### config.mk
export PLATFORM = sky130hd
export DESIGN_NAME = hazard_stall_controller
export DESIGN_NICKNAME = d
export VERILOG_FILES = /design/src/rtl/hazard_stall_controller.sv
export SDC_FILE = /design/constraint.sdc
export NUM_CORES = 1
export LEC_CHECK = 0
export CELL_PAD_IN_SITES_DETAIL_PLACEMENT = 1
export CELL_PAD_IN_SITES_GLOBAL_PLACEMENT = 1
export CORE_MARGIN = 5
export CORE_UTILIZATION = 23
export DETAILED_ROUTE_END_ITERATION = 16
export HOLD_SLACK_MARGIN = 0.02
export PLACE_DENSITY_LB_ADDON = 0.1
export SLEW_MARGIN = 20
export SYNTH_ARGS = -nofsm -noshare
export SYNTH_HDL_FRONTEND = slang
export SYNTH_SLANG_ARGS = --single-unit
### constraint.sdc
create_clock -name clk -period 2.1 [get_ports clk]
set_input_delay 0.315 -clock clk [delete_from_list [all_inputs] [get_ports clk]]
set_output_delay 0.315 -clock clk [all_outputs]
set_load 0.01 [all_outputs]
### src/rtl/hazard_stall_controller.sv
// Pipeline hazard/stall controller: load-use bubbles, branch flushes, data-memory wait and timeout.
// Define HAZARD_PERF_CNT_EN to build the stall_cycles/flush_events performance counters.
module hazard_stall_controller #(
  parameter int unsigned MEM_WAIT_MAX = 15
) (
  input  logic        clk,
  input  logic        rst,
  input  logic [4:0]  id_rs1_addr,
  input  logic [4:0]  id_rs2_addr,
  input  logic        id_rs1_used,
  input  logic        id_rs2_used,
  input  logic [4:0]  ex_rd_addr,
  input  logic        ex_reg_wr_en,
  input  logic        ex_mem_rd,
  input  logic        ex_branch_taken,
  input  logic        mem_req,
  input  logic        mem_ready,
  output logic        pc_wr_en,
  output logic        if_id_wr_en,
  output logic        id_ex_bubble,
  output logic        if_id_flush,
  output logic        pipe_freeze,
  output logic        mem_timeout,
  output logic [31:0] stall_cycles,
  output logic [31:0] flush_events
);

  localparam logic [1:0] S_RUN        = 2'd0;
  localparam logic [1:0] S_LOAD_STALL = 2'd1;
  localparam logic [1:0] S_MEM_WAIT   = 2'd2;
  localparam logic [1:0] S_ERROR      = 2'd3;

  localparam logic [7:0] WAIT_LIMIT = 8'(MEM_WAIT_MAX);

  logic [1:0] r_state;
  logic [1:0] w_next;
  logic [7:0] r_wait_cnt;
  logic       w_load_use;
  logic       w_mem_stall;
  logic       w_pc_wr_en;
  logic       w_if_id_wr_en;
  logic       w_bubble;
  logic       w_flush;
  logic       w_freeze;
  logic       w_timeout;

  assign w_load_use = ex_mem_rd && ex_reg_wr_en && (ex_rd_addr != 5'd0) &&
                      ((id_rs1_used && (id_rs1_addr == ex_rd_addr)) ||
                       (id_rs2_used && (id_rs2_addr == ex_rd_addr)));

  // Once waiting, only mem_ready releases the freeze, whatever mem_req does.
  assign w_mem_stall = (r_state == S_MEM_WAIT) ? !mem_ready : (mem_req && !mem_ready);

  always_comb begin
    w_pc_wr_en    = 1'b1;
    w_if_id_wr_en = 1'b1;
    w_bubble      = 1'b0;
    w_flush       = 1'b0;
    w_freeze      = 1'b0;
    w_timeout     = 1'b0;
    w_next        = S_RUN;
    // The MEM_WAIT release cycle decodes like RUN so a pending branch or load-use is not lost.
    if (r_state == S_ERROR) begin
      w_pc_wr_en    = 1'b0;
      w_if_id_wr_en = 1'b0;
      w_freeze      = 1'b1;
      w_timeout     = 1'b1;
      w_next        = S_ERROR;
    end else if (w_mem_stall) begin
      w_pc_wr_en    = 1'b0;
      w_if_id_wr_en = 1'b0;
      w_freeze      = 1'b1;
      w_next        = ((r_state == S_MEM_WAIT) && (r_wait_cnt >= WAIT_LIMIT)) ? S_ERROR : S_MEM_WAIT;
    end else if (ex_branch_taken) begin
      w_flush  = 1'b1;
      w_bubble = 1'b1;
    end else if ((r_state != S_LOAD_STALL) && w_load_use) begin
      w_pc_wr_en    = 1'b0;
      w_if_id_wr_en = 1'b0;
      w_bubble      = 1'b1;
      w_next        = S_LOAD_STALL;
    end
    if (rst) begin
      w_pc_wr_en    = 1'b1;
      w_if_id_wr_en = 1'b1;
      w_bubble      = 1'b0;
      w_flush       = 1'b0;
      w_freeze      = 1'b0;
      w_timeout     = 1'b0;
      w_next        = S_RUN;
    end
  end

  always_ff @(posedge clk) begin
    if (rst) begin
      r_state    <= S_RUN;
      r_wait_cnt <= '0;
    end else begin
      r_state <= w_next;
      if ((r_state != S_MEM_WAIT) && w_mem_stall && (r_state != S_ERROR))
        r_wait_cnt <= 8'd1;
      else if ((r_state == S_MEM_WAIT) && w_mem_stall && (r_wait_cnt != '1))
        r_wait_cnt <= r_wait_cnt + 8'd1;
    end
  end

  assign pc_wr_en     = w_pc_wr_en;
  assign if_id_wr_en  = w_if_id_wr_en;
  assign id_ex_bubble = w_bubble;
  assign if_id_flush  = w_flush;
  assign pipe_freeze  = w_freeze;
  assign mem_timeout  = w_timeout;

`ifdef HAZARD_PERF_CNT_EN
  logic [31:0] r_stall_cycles;
  logic [31:0] r_flush_events;

  always_ff @(posedge clk) begin
    if (rst) begin
      r_stall_cycles <= '0;
      r_flush_events <= '0;
    end else begin
      if (!w_pc_wr_en && (r_stall_cycles != '1))
        r_stall_cycles <= r_stall_cycles + 32'd1;
      if (w_flush && (r_flush_events != '1))
        r_flush_events <= r_flush_events + 32'd1;
    end
  end

  assign stall_cycles = r_stall_cycles;
  assign flush_events = r_flush_events;
`else
  assign stall_cycles = '0;
  assign flush_events = '0;
`endif

endmodule

======== Word level (Yosys, flattened, before mapping) ========
Index checks and enable logic that the tools add are counted.
operators by class
  magnitude comparators ................... 1
  reduce and logical (&&, ||, !) cells .... 17
  add/subtract/negate cells ............... 1
  equal/unequal tests ..................... 8
  multiplexer cells ....................... 27
operators with widths
  kind                                                                      number
  1-bit two-way mux                                                         25
  1-bit logical AND                                                         12
  5-bit == test                                                             2
  8-bit by 1-bit adder with 8-bit output (second input constant)            1
  8-bit by 4-bit >= comparator with 1-bit output (second input constant)    1
  8-bit inequality test (second input constant)                             1
  5-bit nonzero test                                                        1
  2-bit == test (second input constant)                                     2
  2-bit two-way mux                                                         2
  2-bit inequality test (second input constant)                             2
  2-bit by 1-bit inequality test with 1-bit output (second input constant)  1
  2-bit nonzero test                                                        1
  2-bit OR reduction                                                        1
  1-bit zero test                                                           1
  1-bit logical OR                                                          1
storage, ports and cells
  input port bits ......................... 24
  output and inout bits ................... 70
  register bits after elaboration ......... 10
  word-level logic and storage cells ...... 57

======== Depth between registers and ports, before layout ========
Gate-level depths: netlist (run 1).
  depth after elaboration ................. 10
  depth in mapped cells ................... 5
  depth with buffers taken out ............ 5

======== Least setup slack after synthesis (run 1) ========
Ideal clock, no wire load.
  kind .................................... input port to output port
  from .................................... input ex_rd_addr[3]
  to ...................................... output pc_wr_en
  slack ................................... 0.367 ns
  path buffers ............................ 1
  arrival time ............................ 1.418 ns
  data required time ...................... 1.785 ns
  cell stages on the path ................. 5
  cell sequence ........................... xor2_1 -> nor4_1 -> a32oi_1 -> o32a_1 -> buf_4
on the way
  word-level cells in the longest chain between the ends .. 10
  elaborated cells between the ends (all ways) .. 14
  those cells by class .................... eq/ne: 2; mux: 5; reduce/logical: 7
ends and longest elaborated chain
  item                                  RTL line  source
  start: declaration                    12        input logic [4:0] ex_rd_addr,
  5-bit == test (on tied branches)      48, 49
  1-bit logical AND (on tied branches)  48, 49
  1-bit logical OR                      48        ((id_rs1_used && (id_rs1_addr == ex_rd_addr)) ||
  1-bit logical AND (*)                 47        assign w_load_use = ex_mem_rd && ex_reg_wr_en && (ex_rd_addr != 5'd0) &&
  1-bit logical AND (*)                 77        end else if ((r_state != S_LOAD_STALL) && w_load_use) begin
  1-bit two-way mux (*) (5 in a row)    -
  end: declaration                      18        output logic pc_wr_en,
Mark *: on every way between the ends. The rest lies on a longest branch, timed or not.

======== Final worst setup path (run 1) ========
  from .................................... input ex_rd_addr[1]
  to ...................................... output if_id_wr_en
on the way
  word-level cells in the longest chain between the ends .. 10
  elaborated cells between the ends (all ways) .. 14
  those cells by class .................... eq/ne: 2; mux: 5; reduce/logical: 7
ends and longest elaborated chain
  item                                  RTL line  source
  5-bit == test (on tied branches)      48, 49
  1-bit logical AND (on tied branches)  48, 49
  1-bit logical OR                      48
  1-bit logical AND (*)                 47
  1-bit logical AND (*)                 77
  1-bit two-way mux (*)                 77
  1-bit two-way mux (*)                 74        end else if (ex_branch_taken) begin
  1-bit two-way mux (*)                 69        end else if (w_mem_stall) begin
  1-bit two-way mux (*)                 63        if (r_state == S_ERROR) begin
  1-bit two-way mux (*)                 83        if (rst) begin
  end: declaration                      19        output logic if_id_wr_en,
Marked as above.

==> impl_metrics.json, run 1 <==
{
  "outcome": "completed",
  "critical_path_class": "in2out",
  "reg2reg_from": "r_wait_cnt[0]",
  "finalCriticalPeriod_ns": 1.991,
  "fp.dieW_um": 83.20,
  "routed_via_density": 3.605,
  "ys_seq_elements": 10,
  "dp_slack_ns": -0.5698,
  "start_kind": "input port",
  "cts-buffers-inserted": 3,
  "critical_path.top_delay_family": "simple AND/OR/NAND/NOR gates",
  "wl_per_cell_um": 11.80,
  "start_util_pct": 23.83,
  "wl_um": 3103,
  "ys_async_sr_fraction_pct": 0,
  "hp-class": "reg2reg",
  "grt.busiest_layer": "met2",
  "grt_use_met1_pct": 9.485,
  "synth-edff-count": 0,
  "setup_viol": 0,
  "clk_pin_slew_ns": 0.05,
  "p_per_area_nw_per_um2": 413.8,
  "rrSetupSlack_ns": 0.40,
  "cts_max_level": 1,
  "min-delay-start": "r_wait_cnt[3]",
  "hold_depth": 2,
  "yosysTopAreaCellShare_pct": 39.59,
  "syn_area_per_cell_um2": 8.162,
  "end_kind": "output port",
  "reg2regPathDepth": 6,
  "clk_latency_ns": 0.24,
  "grt_pass1_vias": 972,
  "io_buffer_count": 29,
  "max_stage_delay_ns": 0.54,
  "path_cells": "clkdlybuf4s15_1 > or4_1 > o211ai_1 > o32a_1 > buf_2",
  "fill_cells": 647,
  "nets": 219,
  "gp_congestion": 0.8223,
  "io_pins": 94,
  "timing_hold_violations_final": 0,
  "layout.cells.non_filler": 263,
  "dp_hpwl_um": 2722,
  "syn_inst": 151,
  "maxCapViolCount": 0,
  "skew_ns": 0.004660,
  "cp_slowest_cell": "or4_1",
  "fmax_ghz": 0.5024,
  "leakagePower_uw": 0.0007032,
  "crit_buf_inv": 2,
  "cp.required_ns": 1.78,
  "ys_top_cells_by_area": "buf_4 40%, dfxtp_1 16%, xor2_1 7.1%",
  "r2r-end": "r_wait_cnt[6]",
  "slew_viol_final": 0,
  "via_count": 948,
  "row_count": 26,
  "yosysSeqAreaShare_pct": 16.24,
  "grt_pass1_wl_um": 4919,
  "met2_usage_pct": 16.18,
  "worst-path-max-fanout": 3,
  "cts_tree": "done",
  "grt_use_total_pct": 8.580,
  "netlist_area_um2": 1232,
  "use_met3_pct": 1.782,
  "grt_overflow_total": 0,
  "synth_most_common_cell": "buf_4",
  "synth_flop_cell": "dfxtp_1",
  "core_um2": 5172,
  "grt_max_degree": 8,
  "cp-startpoint": "ex_rd_addr[1]",
  "n_antenna_cell": 0,
  "fin_crit_sh_pct": 94.79,
  "yosys.area.top_type": "buf_4",
  "antenna_left": 0,
  "drt-pass1-iter-count": 2,
  "area_growth_pct": 20.51,
  "drcViolationCount": 0,
  "final_util_pct": 28.71,
  "antenna_found_initial": 0,
  "drive_gt1_share_pct": 12.95,
  "ir_worst_vdd_mv": 0.1364,
  "die-area_um2": 6922,
  "worstPathArrival_ns": 1.68,
  "die_h_um": 83.20,
  "drt_iter0_drc": 18,
  "yosys.cell_types.count": 36,
  "dp.cells": 258,
  "setup_slack_ns": 0.1094,
  "cts-root-buf": "clkbuf_8",
  "netlist_top_cells_count": "65 x buf_4, 12 x nor2_1, 10 x dfxtp_1, 10 x xor2_1, 6 x xnor2_1",
  "cts_buffer_depth": 2,
  "clock_sinks": 10,
  "hold_end": "r_wait_cnt[3]",
  "rsz0062_at_grt": "no",
  "yosys_warnings": 0
}
-- metal layers --
metal  wire, µm  vias up
li1           -      462
met1       1206      438
met2       1641       46
met3        235        2
met4         19        0
met5          0        -
-- worst min-delay path, cell delays in order (launching register included) --
cell and delay, ns:
dfxtp_1 0.36, xor2_1 0.08, nor2_1 0.07
-- cell type report --
cell class / instances / area, µm² / area share, %
clock buffers: 4 / 55.05 / 3.707
flip-flops and latches: 10 / 200.2 / 13.48
multi-input cells: 135 / 772.0 / 51.98
repair buffers: 41 / 359.1 / 24.18
inverters: 3 / 11.26 / 0.7582
well taps: 70 / 87.58 / 5.897
-- power breakdown --
part           internal (µW)  switching, µW  leakage [µW]
clock network            165           81.7     0.0000288
registers                193           4.21     0.0000810
logic                   68.7            102      0.000593
total                    427            188      0.000703
-- per-stage QoR --
step / setup TNS [ns] / hold slack (ns) / total power, µW / cell area (µm²)
6_report: 0 / 0.5478 / 614.6 / 1485
3_3_place_gp: -1.909 / 0.5287 / 376.7 / 1438
5_1_grt: 0 / 0.5946 / 650.4 / 1485
4_1_cts: 0 / 0.5597 / 621.8 / 1475
3_5_place_dp: -2.020 / 0.5440 / 377.5 / 1438
2_1_floorplan: 0 / 0.3874 / 381.6 / 1469
-- cells by family after synthesis --
family	count (synthesis)	share of synthesized area, %
flops	10	16.24
buf+inv	69	40.81
mux	1	0.8122
fa+ha+maj	1	1.015
xor+xnor	16	11.37
simple gates	38	17.67
compound gates	15	11.78
other cells	1	0.3043
-- state kept, by name (all words and copies together) (netlist names) --
register	flops
r_state	2
r_wait_cnt	8
-- what timing repair did --
item	in CTS	in global routing
setup buffers	1	0
hold buffers	0	0
endpoints found under the setup margin	5	4
pin swaps	5	6
gates resized for setup	27	5
endpoints found under the hold margin	0	0
-- how the worst max path moves through the flow --
stage / slack, ns / end / cells past startpoint
floorplan: 0.37 / pc_wr_en / 5
global placement: -0.53 / if_id_wr_en / 6
detailed placement: -0.57 / pc_wr_en / 5
CTS: 0.03 / pc_wr_en / 6
global route: 0.006 / pc_wr_en / 5
finish: 0.11 / if_id_wr_en / 5
-- placed cells by master, fill, tap and decap left out, drive strengths merged, types with 4 or more instances in the layout --
| cell type | count |
|---|---|
| buf | 15 |
| clkbuf | 4 |
| clkdlybuf4s50 | 10 |
| conb | 64 |
| dfxtp | 10 |
| dlygate4sd2 | 11 |
| nor2 | 12 |
| nor4 | 4 |
| xnor2 | 6 |
| xor2 | 10 |
No activity file was read; power rests on OpenSTA's default activity.
==> inputs of run 2 (changes only) <==
--- a/config.mk
+++ b/config.mk
@@ -5,6 +5,7 @@
 export SDC_FILE = /design/constraint.sdc
 export NUM_CORES = 1
 export LEC_CHECK = 0
+export CAP_MARGIN = 20
 export CELL_PAD_IN_SITES_DETAIL_PLACEMENT = 1
 export CELL_PAD_IN_SITES_GLOBAL_PLACEMENT = 1
 export CORE_MARGIN = 5
==> results of run 2 <==
Final layout, timing and power as in run 1 (identical DEF).
==> inputs of run 3 (changes only) <==
--- a/config.mk
+++ b/config.mk
@@ -11,6 +11,7 @@
 export CORE_MARGIN = 5
 export CORE_UTILIZATION = 23
 export DETAILED_ROUTE_END_ITERATION = 16
+export GPL_ROUTABILITY_DRIVEN = 0
 export HOLD_SLACK_MARGIN = 0.02
 export PLACE_DENSITY_LB_ADDON = 0.1
 export SLEW_MARGIN = 20
==> constraint.sdc (replaced) <==
create_clock -name clk -period 1.9 [get_ports clk]
set_input_delay 0.285 -clock clk [delete_from_list [all_inputs] [get_ports clk]]
set_output_delay 0.285 -clock clk [all_outputs]
set_load 0.01 [all_outputs]
==> impl_metrics.json, run 3 (synthesis gave the netlist of run 1 again) <==
{
  "fin_crit_sh_pct": 97.21,
  "slew_viol_final": 0,
  "io_buffer_count": 29,
  "met2WireLength_um": 1649,
  "drt-pass1-iter-count": 4,
  "layout_commonest_cell": "conb_1",
  "die-area_um2": 6922,
  "n_antenna_cell": 0,
  "clk_pin_slew_ns": 0.05,
  "area_growth_pct": 22.34,
  "antenna_left": 0,
  "fp.dieW_um": 83.20,
  "wl_met3_um": 260,
  "path_cells": "clkdlybuf4s15_1 > xor2_1 > nor4_2 > a32oi_2 > o32a_1 > buf_2",
  "drive_gt1_share_pct": 18.04,
  "stdcell_area_um2": 1508,
  "cts-root-buf": "clkbuf_8",
  "dp_hpwl_um": 2726,
  "ir_worst_vdd_mv": 0.1491,
  "placed_cell_area_um2": 1460,
  "clock_sinks": 10,
  "cts_setup_buffers": 0,
  "highest_layer": "met4",
  "total_power_uw": 638.0,
  "hp-class": "in2reg",
  "outcome": "completed",
  "clk_latency_ns": 0.24,
  "wl_met1_um": 1182,
  "cts_hold_buf": 0,
  "fmax_ghz": 0.5414,
  "drcViolationCount": 0,
  "worst-path-max-fanout": 2,
  "grt_max_degree": 8,
  "reg_top3": "r_wait_cnt (8), r_state (2)",
  "max_stage_delay_ns": 0.32,
  "worstPathArrival_ns": 1.56,
  "cts_max_level": 1,
  "cp_slowest_cell": "o32a_1",
  "nets": 221,
  "leakagePower_uw": 0.0007114,
  "largest_reg_flops": 8,
  "rsz0062_at_grt": "no",
  "timing_hold_violations_final": 0,
  "end_kind": "output port",
  "largest-register": "r_wait_cnt",
  "drt_iter0_drc": 6,
  "via_count": 949,
  "row_count": 26,
  "grt_pass1_vias": 958,
  "setup_viol": 0,
  "die_h_um": 83.20,
  "finalCriticalPeriod_ns": 1.847,
  "grt_overflow_total": 0,
  "start_util_pct": 23.83,
  "skew_ns": 0.002541,
  "wl_um": 3121,
  "cts_tree": "done",
  "maxCapViolCount": 0,
  "cts_buffer_depth": 2,
  "p_per_area_nw_per_um2": 423.2,
  "cts-buffers-inserted": 3,
  "io_pins": 94,
  "grt_pass1_wl_um": 4899,
  "grt_use_total_pct": 8.658,
  "fill_cells": 636,
  "cp.required_ns": 1.62,
  "wl_per_cell_um": 11.82,
  "start_kind": "input port",
  "layout_common_cells": "64 x conb_1, 14 x buf_4, 12 x nor2_1",
  "routed_via_density": 3.595,
  "antenna_found_initial": 0,
  "core_um2": 5172,
  "critical_path_class": "in2out"
}
[run 3: what timing repair did]
item | 4_1_cts | 5_1_grt
pin swaps | 8 | 11
setup endpoints to repair | 6 | 5
gates resized for setup | 52 | 10
[run 3: critical path, delay by kind of cell]
family	cells	cell delay, ns
buffers and inverters	2	0.33
AND/OR/NAND/NOR	1	0.31
AO/OA/AOI/OAI	2	0.48
XOR/XNOR	1	0.15
[run 3: path summary, 6_finish.rpt]
kind                                     start            end  slack [ns]  depth (start not counted)
worst max-delay path            id_rs1_addr[1]       pc_wr_en        0.05                          6
worst min-delay path                       rst     r_state[1]        0.40                          3
worst max register to register      r_state[1]  r_wait_cnt[7]        0.27                          5
worst min register to register   r_wait_cnt[3]  r_wait_cnt[3]        0.55                          2
[run 3: area by class of cell]
class                           count  area (µm²)  share of cell area [%]
Sequential cell                    10       200.2                   13.28
Tap cell                           70       87.58                   5.809
Clock buffer                        3       41.29                   2.739
Multi-Input combinational cell    135       794.5                   52.70
Inverter                            3       11.26                  0.7469
Timing Repair Buffer               43       372.9                   24.73
[run 3: per-layer routing]
| metal | vias to the layer above | track usage (%) |
|---|---|---|
| met5 | - | 0 |
| met4 | 0 | 2.229 |
| met3 | 5 | 2.673 |
| met2 | 49 | 16.11 |
| met1 | 433 | 9.415 |
| li1 | 462 | - |
[run 3: where the power goes]
| group | total (µW) | internal [µW] | leakage, µW | switching [µW] |
|---|---|---|---|---|
| sequential | 218 | 214 | 0.0000810 | 3.82 |
| combinational | 199 | 80.2 | 0.000609 | 119 |
| clock | 221 | 139 | 0.0000216 | 82.6 |
| total | 638 | 433 | 0.000711 | 205 |
[run 3: through the flow]
step / std cells / hold slack (ns) / utilization [%] / worst slack (ns) / setup TNS (ns)
after floorplan: 214 / 0.3574 / - / 0.2269 / 0
after detailed placement: 261 / 0.5448 / 28.23 / -0.7308 / -3.287
final: 264 / 0.3993 / 29.15 / 0.05296 / 0
after global routing: 264 / 0.4162 / 29.15 / 0.005099 / 0
after CTS: 264 / 0.5582 / 28.59 / 0.002651 / 0
after global placement: 261 / 0.5307 / 28.23 / -0.6728 / -3.161
